### src/rtl/ifu_pkg.sv
// Shared types and constants for the instruction fetch unit.
package ifu_pkg;

  typedef enum logic [1:0] {
    REQ  = 2'd0,
    WAIT = 2'd1,
    DROP = 2'd2
  } ifu_state_e;

  localparam int          IFU_DEPTH_DEFAULT    = 4;
  localparam logic [31:0] IFU_RESET_PC_DEFAULT = 32'h0000_0000;
  localparam logic [31:0] IFU_WORD_INC         = 32'd4;

  function automatic logic [31:0] word_align(input logic [31:0] addr);
    return {addr[31:2], 2'b00};
  endfunction

endpackage

### src/rtl/instruction_fetch_unit_if.sv
// Fetch unit bus: redirect input, instruction-memory port and controller port.
interface instruction_fetch_unit_if;

  logic        redirectValid;
  logic [31:0] redirectTarget;
  logic        memReqValid;
  logic [31:0] memReqAddr;
  logic        memReqReady;
  logic        memRespValid;
  logic [31:0] memRespData;
  logic        instrValid;
  logic [31:0] instruction;
  logic [31:0] instrPC;
  logic        instrReady;

  modport master (
    input  redirectValid, redirectTarget, memReqReady, memRespValid, memRespData, instrReady,
    output memReqValid, memReqAddr, instrValid, instruction, instrPC
  );

  modport slave (
    output redirectValid, redirectTarget, memReqReady, memRespValid, memRespData, instrReady,
    input  memReqValid, memReqAddr, instrValid, instruction, instrPC
  );

endinterface

### src/rtl/instruction_fetch_unit_fetch_fifo.sv
// Synchronous FIFO of {pc, instr} entries; flush clears pointers and count.
module fetch_fifo #(
  parameter  int DEPTH = 4,
  localparam int PW    = $clog2(DEPTH),
  localparam int CW    = PW + 1
) (
  input  logic          clock,
  input  logic          resetN,
  input  logic          push,
  input  logic          pop,
  input  logic          flush,
  input  logic [63:0]   push_data,
  output logic [63:0]   head_data,
  output logic [CW-1:0] count
);

  logic [63:0]   mem_q [DEPTH];
  logic [PW-1:0] wr_ptr_q, wr_ptr_d;
  logic [PW-1:0] rd_ptr_q, rd_ptr_d;
  logic [CW-1:0] count_q, count_d;

  always_comb begin
    wr_ptr_d = wr_ptr_q;
    rd_ptr_d = rd_ptr_q;
    count_d  = count_q;
    if (flush) begin
      wr_ptr_d = '0;
      rd_ptr_d = '0;
      count_d  = '0;
    end else begin
      if (push) wr_ptr_d = wr_ptr_q + PW'(1);
      if (pop)  rd_ptr_d = rd_ptr_q + PW'(1);
      case ({push, pop})
        2'b10:   count_d = count_q + CW'(1);
        2'b01:   count_d = count_q - CW'(1);
        default: count_d = count_q;
      endcase
    end
  end

  always_ff @(posedge clock or negedge resetN) begin
    if (!resetN) begin
      wr_ptr_q <= '0;
      rd_ptr_q <= '0;
      count_q  <= '0;
    end else begin
      wr_ptr_q <= wr_ptr_d;
      rd_ptr_q <= rd_ptr_d;
      count_q  <= count_d;
    end
  end

  // Storage is not reset; stale entries are hidden behind count==0.
  always_ff @(posedge clock) begin
    if (push && !flush) mem_q[wr_ptr_q] <= push_data;
  end

  assign head_data = mem_q[rd_ptr_q];
  assign count     = count_q;

endmodule

### src/rtl/instruction_fetch_unit.sv
// Instruction fetch unit: single-outstanding fetch FSM feeding an instruction queue.
//  state | meaning
//  REQ   | present a fetch request when the queue has room
//  WAIT  | one request accepted, waiting for its response
//  DROP  | redirected while waiting; discard the next response
module instruction_fetch_unit
  import ifu_pkg::*;
#(
  parameter int          DEPTH    = IFU_DEPTH_DEFAULT,
  parameter logic [31:0] RESET_PC = IFU_RESET_PC_DEFAULT
) (
  input  logic                      clock,
  input  logic                      resetN,
  instruction_fetch_unit_if.master  bus
);

  localparam int            CW      = $clog2(DEPTH) + 1;
  localparam logic [CW-1:0] DEPTH_C = CW'(DEPTH);

  ifu_state_e    state_q, state_d;
  logic [31:0]   fetch_pc_q, fetch_pc_d;
  logic [31:0]   req_pc_q, req_pc_d;

  logic          req_valid;
  logic          push, pop, flush;
  logic [63:0]   head_data;
  logic [CW-1:0] count;

  always_comb begin
    state_d    = state_q;
    fetch_pc_d = fetch_pc_q;
    req_pc_d   = req_pc_q;
    push       = 1'b0;
    flush      = bus.redirectValid;
    req_valid  = resetN && (state_q == REQ) && (count < DEPTH_C) && !bus.redirectValid;
    pop        = (count != '0) && bus.instrReady && !bus.redirectValid;

    case (state_q)
      REQ: begin
        if (bus.redirectValid) begin
          fetch_pc_d = word_align(bus.redirectTarget);
        end else if (req_valid && bus.memReqReady) begin
          state_d    = WAIT;
          req_pc_d   = fetch_pc_q;
          fetch_pc_d = fetch_pc_q + IFU_WORD_INC;
        end
      end
      WAIT: begin
        if (bus.redirectValid) begin
          fetch_pc_d = word_align(bus.redirectTarget);
          state_d    = bus.memRespValid ? REQ : DROP;
        end else if (bus.memRespValid) begin
          push    = 1'b1;
          state_d = REQ;
        end
      end
      DROP: begin
        if (bus.redirectValid) fetch_pc_d = word_align(bus.redirectTarget);
        if (bus.memRespValid)  state_d    = REQ;
      end
      default: state_d = REQ;
    endcase
  end

  always_ff @(posedge clock or negedge resetN) begin
    if (!resetN) begin
      state_q    <= REQ;
      fetch_pc_q <= word_align(RESET_PC);
      req_pc_q   <= word_align(RESET_PC);
    end else begin
      state_q    <= state_d;
      fetch_pc_q <= fetch_pc_d;
      req_pc_q   <= req_pc_d;
    end
  end

  fetch_fifo #(
    .DEPTH (DEPTH)
  ) u_fifo (
    .clock     (clock),
    .resetN    (resetN),
    .push      (push),
    .pop       (pop),
    .flush     (flush),
    .push_data ({req_pc_q, bus.memRespData}),
    .head_data (head_data),
    .count     (count)
  );

  assign bus.memReqValid = req_valid;
  assign bus.memReqAddr  = word_align(fetch_pc_q);
  assign bus.instrValid  = (count != '0);
  assign bus.instrPC     = head_data[63:32];
  assign bus.instruction = head_data[31:0];

endmodule
### src/flat_wrapper.sv
// flat-port wrapper written by rule: the top's interface ports become plain ports
module instruction_fetch_unit_flat import ifu_pkg::*;
#(
  parameter int          DEPTH    = IFU_DEPTH_DEFAULT,
  parameter logic [31:0] RESET_PC = IFU_RESET_PC_DEFAULT
)
  (clock, resetN, bus_redirectValid, bus_redirectTarget, bus_memReqReady, bus_memRespValid, bus_memRespData, bus_instrReady, bus_memReqValid, bus_memReqAddr, bus_instrValid, bus_instruction, bus_instrPC);
  instruction_fetch_unit_if bus_i ();
  input  logic clock;
  input  logic resetN;
  input wire logic [$bits(bus_i.redirectValid)-1:0] bus_redirectValid;
  input wire logic [$bits(bus_i.redirectTarget)-1:0] bus_redirectTarget;
  input wire logic [$bits(bus_i.memReqReady)-1:0] bus_memReqReady;
  input wire logic [$bits(bus_i.memRespValid)-1:0] bus_memRespValid;
  input wire logic [$bits(bus_i.memRespData)-1:0] bus_memRespData;
  input wire logic [$bits(bus_i.instrReady)-1:0] bus_instrReady;
  output wire logic [$bits(bus_i.memReqValid)-1:0] bus_memReqValid;
  output wire logic [$bits(bus_i.memReqAddr)-1:0] bus_memReqAddr;
  output wire logic [$bits(bus_i.instrValid)-1:0] bus_instrValid;
  output wire logic [$bits(bus_i.instruction)-1:0] bus_instruction;
  output wire logic [$bits(bus_i.instrPC)-1:0] bus_instrPC;
  assign bus_i.redirectValid = bus_redirectValid;
  assign bus_i.redirectTarget = bus_redirectTarget;
  assign bus_i.memReqReady = bus_memReqReady;
  assign bus_i.memRespValid = bus_memRespValid;
  assign bus_i.memRespData = bus_memRespData;
  assign bus_i.instrReady = bus_instrReady;
  assign bus_memReqValid = bus_i.memReqValid;
  assign bus_memReqAddr = bus_i.memReqAddr;
  assign bus_instrValid = bus_i.instrValid;
  assign bus_instruction = bus_i.instruction;
  assign bus_instrPC = bus_i.instrPC;
  instruction_fetch_unit #(.DEPTH(DEPTH), .RESET_PC(RESET_PC)) u_core (.clock(clock), .resetN(resetN), .bus(bus_i));
endmodule
### config.mk
export PLATFORM = sky130hd
export DESIGN_NAME = instruction_fetch_unit_flat
export DESIGN_NICKNAME = d
export VERILOG_FILES = /design/src/rtl/ifu_pkg.sv /design/src/rtl/instruction_fetch_unit_if.sv /design/src/rtl/instruction_fetch_unit_fetch_fifo.sv /design/src/rtl/instruction_fetch_unit.sv /design/src/flat_wrapper.sv
export SDC_FILE = /design/constraint.sdc
export NUM_CORES = 1
export LEC_CHECK = 0
export ABC_CLOCK_PERIOD_IN_PS = 3250
export CAP_MARGIN = 10
export CORE_MARGIN = 10
export CORE_UTILIZATION = 50
export CTS_CLUSTER_DIAMETER = 30
export DETAILED_ROUTE_END_ITERATION = 6
export PLACE_DENSITY = 0.76
export SYNTH_ARGS = -nofsm -noshare
export SYNTH_HDL_FRONTEND = slang
export SYNTH_SLANG_ARGS = --single-unit
### constraint.sdc
create_clock -name clock -period 3.25 [get_ports clock]
set_input_delay 0.325 -clock clock [delete_from_list [all_inputs] [get_ports clock]]
set_output_delay 0.325 -clock clock [all_outputs]
set_load 0.05 [all_outputs]
==> impl_metrics.ini <==
[detailed_routing]
ant_nets = 0
drtPass1Iterations = 5
drt-wirelength-per-cell_um = 22.60
num_vias = 7521
drtIter0Drc = 677
drc = 0
drt_wl_total_mm = 29.09
vias_per_cell = 5.844

[floorplan]
core_area_um2 = 25180
fp.dieH_um = 179.8
row_count = 58
die-width_um = 179.8
start_util = 0.5071
dieArea_um2 = 32330
ioPinCount = 168

[sta]
finClkSkew_ns = 0.01308
slew_viol_final = 0
setup_tns_ns = 0
fmax_ghz = 0.3400
setup_viol = 0
min_period_ns = 2.941
relSlewSlack = 0.3791
tightest_slew_ns = 0.9314
rsz0062_at_grt = false
min_period_over_period = 0.9050
hold_viol_final = 0

[layout]
mostFrequentLayoutCell = edfxtp_1
drive_gt1_frac = 0.2299
fillers = 1662
n_antenna_cell = 0
final_cell_mix = edfxtp_1 (248), clkdlybuf4s50_1 (160), dfrtp_1 (67)
area_delta_synth_final_pct = 32.26
finalNetCount = 989
final_util = 0.6707

[synthesis]
synth_area_per_cell_um2 = 17.86
syn_inst = 715
ys_seq_area_frac = 0.7184
synth_ff_type = edfxtp_1
ys_types = 62
synth_edf_count = 248
synth-seq-cells = 317
synth-async-reset-ratio = 0.2177
netlist_area_um2 = 12770
synth_warnings = 0

[global_routing]
grt_pass1_wl_mm = 45.80
antenna_found_initial = 0
gr-usage-all-layers = 0.1770
grt_overflow = 0
grt_max_degree = 70
grt_pass1_vias = 7980

[clock_tree]
cts_tree = yes
cts.sinks = 317
cts_setup_buffers = 0
cts.repair.resized = 0
insertion_delay_ns = 0.55
cts-hold-fix-buffers = 0
h-tree-depth = 2
max-clock-path-buffers = 3
clockRootBuffer = clkbuf_16
clk_pin_slew_ns = 0.05
numCtsBuffers = 56

[placement]
port_buffers = 161
place_congestion = 0.8845
place.detailed.hpwl_mm = 18.43

[setup_path]
slowest_delay_ns = 0.73
crit_type = flip-flop to output port
cp.required_ns = 2.92
path_buf_inv = 2
cpLargestDelayFamily = buffers and inverters
critical_path_arrival_ns = 2.62
rrSetupSlack_ns = 0.94
r2r-end = u_core.fetch_pc_q[30]$_DFFE_PN0P_
cp_cell_sequence = buf_12 > mux4_2 > clkdlybuf4s50_1
worstReg2RegStart = u_core.state_q[0]$_DFFE_PN0P_
crit_path_end_kind = output port
cp_slowest_cell = clkdlybuf4s50_1
timing.critical_path.from_type = flip-flop
r2r_cells = 6
crit_fanout = 32
crit_cells = 3

[flow_run]
cap_violations = 0

[worst_hold_path]
hp-class = input pin to async pin

[power_and_ir_drop]
cellLeakagePower_nw = 5.797
ir_drop_mv = 0.8851
pwr_density_cell_nw_per_um2 = 1017

[status]
status = finished, final reports clean
==> cell type report <==
class / instances / area, µm² / area share
clock buffer: 62 / 1455 / 0.08616
clock inverter: 44 / 560.5 / 0.03319
inverter: 9 / 33.78 / 0.002000
multi-input combinational: 346 / 3376 / 0.1999
sequential: 317 / 9181 / 0.5436
tap: 330 / 412.9 / 0.02445
timing repair buffer: 179 / 1869 / 0.1107
==> state kept, by name, summed over array words and instances, names as in the netlist <==
| register | count |
|---|---|
| u_core.state_q | 2 |
| u_core.u_fifo.mem_q | 248 |
| u_core.fetch_pc_q | 30 |
| u_core.u_fifo.wr_ptr_q | 2 |
| u_core.u_fifo.count | 3 |
| u_core.u_fifo.rd_ptr_q | 2 |
| u_core.req_pc_q | 30 |
==> layer usage <==
layer	wire, µm	track usage	part of all wire	up-vias
met5	0	0	0	-
met4	790	0.05921	0.027	0
met3	2655	0.05984	0.091	61
met2	13890	0.2815	0.48	344
met1	11760	0.2234	0.40	3782
li1	-	-	-	3334
==> cells in the mapped netlist (4+ instances only) <==
cell         n  area [µm²]
a21oi_1     20       100.1
a31oi_1      4       25.02
a32oi_1      9       78.83
a41o_1       4       40.04
and2_1       5       31.28
and3_1       7       43.79
and4_1       6       52.55
buf_1        4       15.01
buf_2       17       85.08
buf_4        5       37.54
clkbuf_1    19       71.32
dfrtp_1     69        1727
edfxtp_1   248        7447
ha_1         9       112.6
inv_1        9       33.78
mux2_2      27       304.0
mux4_2      62        1396
nand2_1     27       101.4
nand3_1     17       85.08
nand4_1     16       100.1
nor2_1      27       101.4
nor3_1      15       75.07
nor4_1       4       25.02
o211ai_1     7       52.55
o21ai_0     14       70.07
o22ai_1      4       25.02
o2bb2ai_1    5       43.79
==> stage by stage <==
step	total power [mW]	worst slack [ns]	cell area (µm²)	hold WS, ns	cells
3_3_place_gp	11.09	0.8027	14870	0.4886	1181
2_1_floorplan	9.339	0.2325	12780	0.02941	718
5_1_grt	17.88	0.2069	16890	0.1011	1287
3_5_place_dp	11.17	0.8128	14870	0.4976	1181
4_1_cts	17.32	0.2635	16890	0.06041	1287
6_report	17.17	0.3088	16890	0.003405	1287
==> power breakdown <==
group / switching (mW) / total, mW / internal [mW]
combinational: 3.26 / 5.25 / 1.99
sequential: 0.711 / 5.84 / 5.13
clock: 1.97 / 6.08 / 4.12
total: 5.94 / 17.2 / 11.2
==> cells by family (layout without fill, tap and decap cells) <==
group / Yosys count / after routing / share of synthesized area
buffers and inverters: 55 / 294 / 0.01940
adder cells (fa/ha/maj): 10 / 10 / 0.01039
AO/OA/AOI/OAI: 97 / 97 / 0.05389
other: 1 / 4 / 0.0002937
XOR/XNOR: 4 / 4 / 0.002744
multiplexers: 91 / 91 / 0.1347
AND/OR/NAND/NOR: 140 / 140 / 0.06016
flip-flops: 317 / 317 / 0.7184
==> worst register-to-register path, stage by stage (launching register included) <==
cell and delay (ns):
dfrtp_1 0.37, inv_1 0.08, ha_1 0.35, nand4bb_1 0.27, a21o_1 0.50, a32oi_1 0.43
o211ai_1 0.15
==> worst max path at each step <==
stage                     slack [ns]                                  start                             endpoint
after CTS                       0.26  u_core.u_fifo.rd_ptr_q[0]$_DFFE_PN0P_                      bus_instrPC[21]
after global placement          0.80                      bus_redirectValid    u_core.fetch_pc_q[30]$_DFFE_PN0P_
final                           0.31  u_core.u_fifo.rd_ptr_q[0]$_DFFE_PN0P_                      bus_instrPC[21]
after global routing            0.21  u_core.u_fifo.rd_ptr_q[0]$_DFFE_PN0P_                       bus_instrPC[5]
after detailed placement        0.81                      bus_redirectValid    u_core.fetch_pc_q[30]$_DFFE_PN0P_
after floorplan                 0.23          u_core.state_q[1]$_DFFE_PN0P_  u_core.u_fifo.mem_q[0][0]$_DFFE_PP_
(Power assumes the default switching activity.)
==> patch 1: new RTL, config.mk and constraints unchanged <==
Re-encode `ifu_state_e` (3 states) as one-hot, 3 bits wide.
--- a/src/rtl/ifu_pkg.sv
+++ b/src/rtl/ifu_pkg.sv
@@ -1,10 +1,10 @@
 // Shared types and constants for the instruction fetch unit.
 package ifu_pkg;
 
-  typedef enum logic [1:0] {
-    REQ  = 2'd0,
-    WAIT = 2'd1,
-    DROP = 2'd2
+  typedef enum logic [2:0] {
+    REQ  = 3'b001,
+    WAIT = 3'b010,
+    DROP = 3'b100
   } ifu_state_e;
 
   localparam int          IFU_DEPTH_DEFAULT    = 4;
Formal check against the unedited RTL: no difference found for any inputs over 4 cycles, from zero or initial values and one cycle with resetN low; so few cycles prove little.
==> patch 1 against the unedited design <==
Routed wire length fell by 2.4%; synthesized area fell by 0.81%; sequential cell count rose by 1; cell area fell by 1.4%; sequential share of layout area rose by 0.94 points; die area fell by 0.72%; cell count rose by 3.2%; setup slack got worse by 180 ps.
Power is not compared: it rests on default switching activity, and its combinational part moved more than twofold at a synthesized area within 25%.
==> patch 1: results (changes against the unedited design) <==
{| class="wikitable"
! Metric !! Value
|-
| Number of DRC markers in iteration 0 || 694 (+2.5%)
|-
| Async SR Flop Fraction || 0.220 (+0.00246)
|-
| Logic depth of the worst register-to-register path || 5 (-1)
|-
| Post-route fraction of the period consumed by the critical path || 0.961 (+0.0564)
|-
| Worst Tran Pin Value || 852 ps (-79.8 ps)
|-
| Max stage delay on crit path || 760 ps (+30 ps)
|-
| Maximum number of pins on one net before global-route repair || 63 (-10%)
|-
| GPL Wtd Cong || 0.841 (-4.9%)
|-
| Netlist cell types || 61 (-1.6%)
|-
| Post-DP HPWL || 16,700 µm (-9.1%)
|-
| Critical path capture point || bus_instrPC[20]
|-
| Source of the worst register-to-register timing path || u_core.state_q[0]
|-
| # hold bufs at CTS || 1 (+1)
|-
| Vias in the first global route || 7,960 (-0.25%)
|-
| Endpoint of the most critical register-to-register path || u_core.fetch_pc_q[13]
|-
| Worst hold slack after final layout || 294 ps (+291 ps)
|-
| Adder-cell share of the synthesized area || 0.00652 (-0.00387)
|-
| Number of levels the H-tree was split into || 2 (unchanged)
|-
| Critical-path maximum fanout || 25 (-22%)
|-
| Mux share of post-synthesis cell area || 0.113 (-0.0221)
|-
| Compound-gate portion of the synthesized area || 0.0513 (-0.00262)
|-
| Worst R2R Setup Slack || 870 ps (-70 ps)
|-
| Proportion of synthesized chip area in sequential cells || 0.726 (+0.00796)
|-
| Final-stage net count || 1,027 (+3.8%)
|-
| Fraction of final layout cells sized beyond drive strength 1 || 0.199 (-0.0305)
|-
| Final setup skew || 18.8 ps (+5.70 ps)
|-
| Top post-synthesis cells by area || edfxtp_1 (59%), dfrtp_1 (14%), mux4_2 (11%)
|-
| Routed length per placed instance || 21.4 µm (-5.4%)
|-
| TritonCTS Buffers || 57 (+1.8%)
|-
| Placed cell areas || 14,700 µm² (-1.1%)
|-
| Most instantiated flip-flop cell in the synthesis netlist || edfxtp_1
|-
| Worst setup slack after placement || 648 ps (-165 ps)
|-
| First-pass GRT wire length || 45,100 µm (-1.5%)
|-
| Top cells by instance count after synthesis || edfxtp_1 (248), nand2_1 (102), dfrtp_1 (69)
|-
| Area share of xor/xnor cells in the synthesized design || 0.00415 (+0.00141)
|-
| Total global routing track utilization || 0.181 (+0.00368)
|-
| Ant. Diodes || 0 (unchanged)
|-
| Vias after detailed routing || 7,550 (+0.39%)
|-
| Result of the run || finished clean
|}
[patch 1: cell count changes in the layout (fill, tap and decap cells not counted), moves of 7 or more]
cell	unedited run	this run
o211ai_1	7	0
nand4_1	16	7
nand2_1	27	102
a21oi_1	19	29
a32oi_1	9	0
o21ai_0	14	23
mux2_2	27	0
clkinv_4	9	2
[patch 1: final cells by class]
cell class                 count  area [µm²]
inverter                       8        30.0
timing repair buffer         177        1830
multi-input combinational    389        3250
sequential                   318        9210
clock inverter                41         425
clock buffer                  65        1500
tap                          330         413
fill                        1692        8390
[patch 1: worst min-delay path by stage]
| stage | from | endpoint |
|---|---|---|
| floorplan | resetN | u_core.fetch_pc_q[10] |
| global placement | resetN | u_core.state_q[2] |
| detailed placement | resetN | u_core.state_q[2] |
| CTS | resetN | u_core.req_pc_q[28] |
| global route | resetN | u_core.state_q[1] |
| finish | resetN | u_core.state_q[2] |
[patch 1: stage by stage]
stage	util	cells
after floorplan	-	758
after global placement	0.587	1221
after detailed placement	0.587	1221
after CTS	0.665	1328
after global routing	0.665	1328
final	0.665	1328
[patch 1: worst reg2reg max path, stage by stage, from the launching register on]
cell and delay [ps]:
dfstp_2 620, or3b_1 360, o21ai_1 170, nand2_1 560
a21oi_1 420, o22a_1 190
[patch 1: metal layers]
layer  GRT usage  vias up  share of wire
li1            -     3363              -
met1       0.238     3803           0.41
met2       0.282      332           0.48
met3      0.0596       52          0.091
met4      0.0543        0          0.020
met5           0        -              0
[patch 1: logic make-up after synthesis]
logic type                 after synthesis
AOI/OAI and AO/OA                      102
buffers and inverters                   51
xor gates and xnor gates                 6
adders and majority gates                6
muxes                                   65
and+or+nand+nor                        206
other                                    1
DFF                                    318
==> patch 2: new RTL, same flow settings <==
Made on the original files. Change the package constant `IFU_DEPTH_DEFAULT` from 4 to 8.
--- a/src/rtl/ifu_pkg.sv
+++ b/src/rtl/ifu_pkg.sv
@@ -7,7 +7,7 @@
     DROP = 2'd2
   } ifu_state_e;
 
-  localparam int          IFU_DEPTH_DEFAULT    = 4;
+  localparam int          IFU_DEPTH_DEFAULT    = 8;
   localparam logic [31:0] IFU_RESET_PC_DEFAULT = 32'h0000_0000;
   localparam logic [31:0] IFU_WORD_INC         = 32'd4;
 
Check against the original RTL: same outputs for any inputs over 4 cycles, from zero or initial values and one cycle with resetN low; that may be too few to reach the edited logic, so the function may still have changed.
==> patch 2 against the unedited design <==
Synthesized area grew 75%; cell area up 69%; critical path type unchanged; via count is 56% higher; sequential cell count up 251; die area rose by 66%; setup slack worse by 240 ps; total power rose by 50%; routed wire length up 67%.
==> patch 2: results (changes against the unedited design) <==
{| class="wikitable"
! Metric !! Value
|-
| Result of the run || finished clean
|-
| Critical path capture point || bus_instrPC[18]
|-
| Maximum number of pins on one net before global-route repair || 53 (-24%)
|-
| Final-stage net count || 1,436 (+45%)
|-
| Static power due to leakage || 0.00957 µW (+65%)
|-
| Clock insertion delay at the later pin of the skew report || 600 ps (+50 ps)
|-
| Critical Path AT || 2860 ps (+240 ps)
|-
| GPL Wtd Cong || 0.893 (+0.95%)
|-
| Number of DRC markers in iteration 0 || 922 (+36%)
|-
| Netlist cell types || 56 (-9.7%)
|-
| Maximum vdd drop || 0.692 mV (-22%)
|-
| Most instantiated flip-flop cell in the synthesis netlist || edfxtp_1
|-
| Critical-path maximum fanout || 9 (-72%)
|-
| Placed Cells || 1,844 (+56%)
|-
| Biggest regs || u_core.u_fifo.mem_q (496), u_core.fetch_pc_q (30), u_core.req_pc_q (30)
|-
| Top cells by instance count after synthesis || edfxtp_1 (496), mux4_2 (125), mux2_2 (92)
|-
| Fraction of final layout cells sized beyond drive strength 1 || 0.339 (+0.109)
|-
| Source of the worst register-to-register timing path || u_core.state_q[1]
|-
| Top post-synthesis cells by area || edfxtp_1 (66%), mux4_2 (13%), dfrtp_1 (8.0%)
|-
| Ratio of routed vias to standard cells || 5.80 (-0.78%)
|-
| Worst setup path startpoint || u_core.u_fifo.rd_ptr_q[0]
|-
| Worst rel slew slack || 0.402 (+0.0228)
|-
| Post-DP HPWL || 27,300 µm (+48%)
|-
| Number of levels the H-tree was split into || 3 (+1)
|-
| Routed length per placed instance || 24.0 µm (+6.1%)
|-
| Number of synthesized flops with an enable pin || 496 (+100%)
|-
| TritonCTS Buffers || 97 (+73%)
|-
| Async SR Flop Fraction || 0.127 (-0.0909)
|-
| First-pass GRT wire length || 75,900 µm (+66%)
|-
| Proportion of synthesized chip area in sequential cells || 0.745 (+0.0268)
|-
| Total global routing track utilization || 0.184 (+0.00730)
|-
| Worst hold slack after final layout || 303 ps (+300 ps)
|-
| Final setup skew || 14.3 ps (+1.27 ps)
|-
| Filler instances || 2,899 (+74%)
|-
| Worst R2R Setup Slack || 650 ps (-290 ps)
|-
| Initial antenna violation count || 1 (+1)
|-
| Endpoint of the most critical register-to-register path || u_core.u_fifo.count[3]
|}
==> patch 2: how the worst min path moves through the flow <==
stage / startpoint / to / cells after the start
global route: bus_redirectTarget[2] / u_core.fetch_pc_q[2] / 3
finish: resetN / u_core.req_pc_q[29] / 3
detailed placement: resetN / u_core.fetch_pc_q[24] / 2
floorplan: resetN / u_core.fetch_pc_q[10] / 0
CTS: bus_redirectTarget[2] / u_core.fetch_pc_q[2] / 3
global placement: resetN / u_core.fetch_pc_q[26] / 2
==> patch 2: per-stage QoR <==
stage	utilization	setup WS, ps	area (µm²)	TNS (ps)	total power (µW)
after floorplan	-	-808	22400	-197290	13600
after global placement	0.568	358	25100	0	15600
after detailed placement	0.568	355	25100	0	15700
after CTS	0.644	1.65	28500	0	26000
after global routing	0.645	16.3	28500	0	26800
final	0.645	67.6	28500	0	25800
==> patch 2: logic make-up after synthesis <==
logic type	Yosys count	share of synthesized area
flops	568	0.745
mux	218	0.172
simple gates	128	0.0311
compound gates	108	0.0306
buf+inv	65	0.0127
fa+ha+maj	10	0.00592
xor+xnor	5	0.00195
other cells	1	0.000167
==> patch 2: critical path, stage by stage (launching register included) <==
cell and delay (ps):
dfrtp_4 580, buf_12 170, mux4_2 500, mux2_2 300, clkdlybuf4s50_1 710
==> patch 2: cell type report <==
cell class / instances / area [µm²] / area share
multi-input cells: 473 / 5530 / 0.194
repair buffers: 210 / 2120 / 0.0744
clock buffers: 106 / 2540 / 0.0893
flip-flops and latches: 568 / 16700 / 0.586
inverters: 6 / 22.5 / 0.000790
clock inverters: 75 / 838 / 0.0294
well taps: 592 / 741 / 0.0260
==> patch 2: power breakdown <==
part           internal (µW)  switching [µW]  total [µW]
logic                   2240            3350        5590
clock network           6640            3620       10300
registers               8910            1020        9930
total                  17800            7990       25800
==> patch 2: what timing repair did <==
item	CTS	global route
resized for setup	37	1
buffers inserted	4	0
hold buffers	1	0
pin swaps	0	0
endpoints found under the setup margin	49	1
hold endpoints to repair	72	0
==> patch 2: per-layer routing <==
metal	track usage	vias to the layer above	share of wire
met5	0	-	0
li1	-	5096	-
met3	0.0465	69	0.070
met4	0.0576	0	0.016
met1	0.247	6144	0.43
met2	0.293	461	0.49
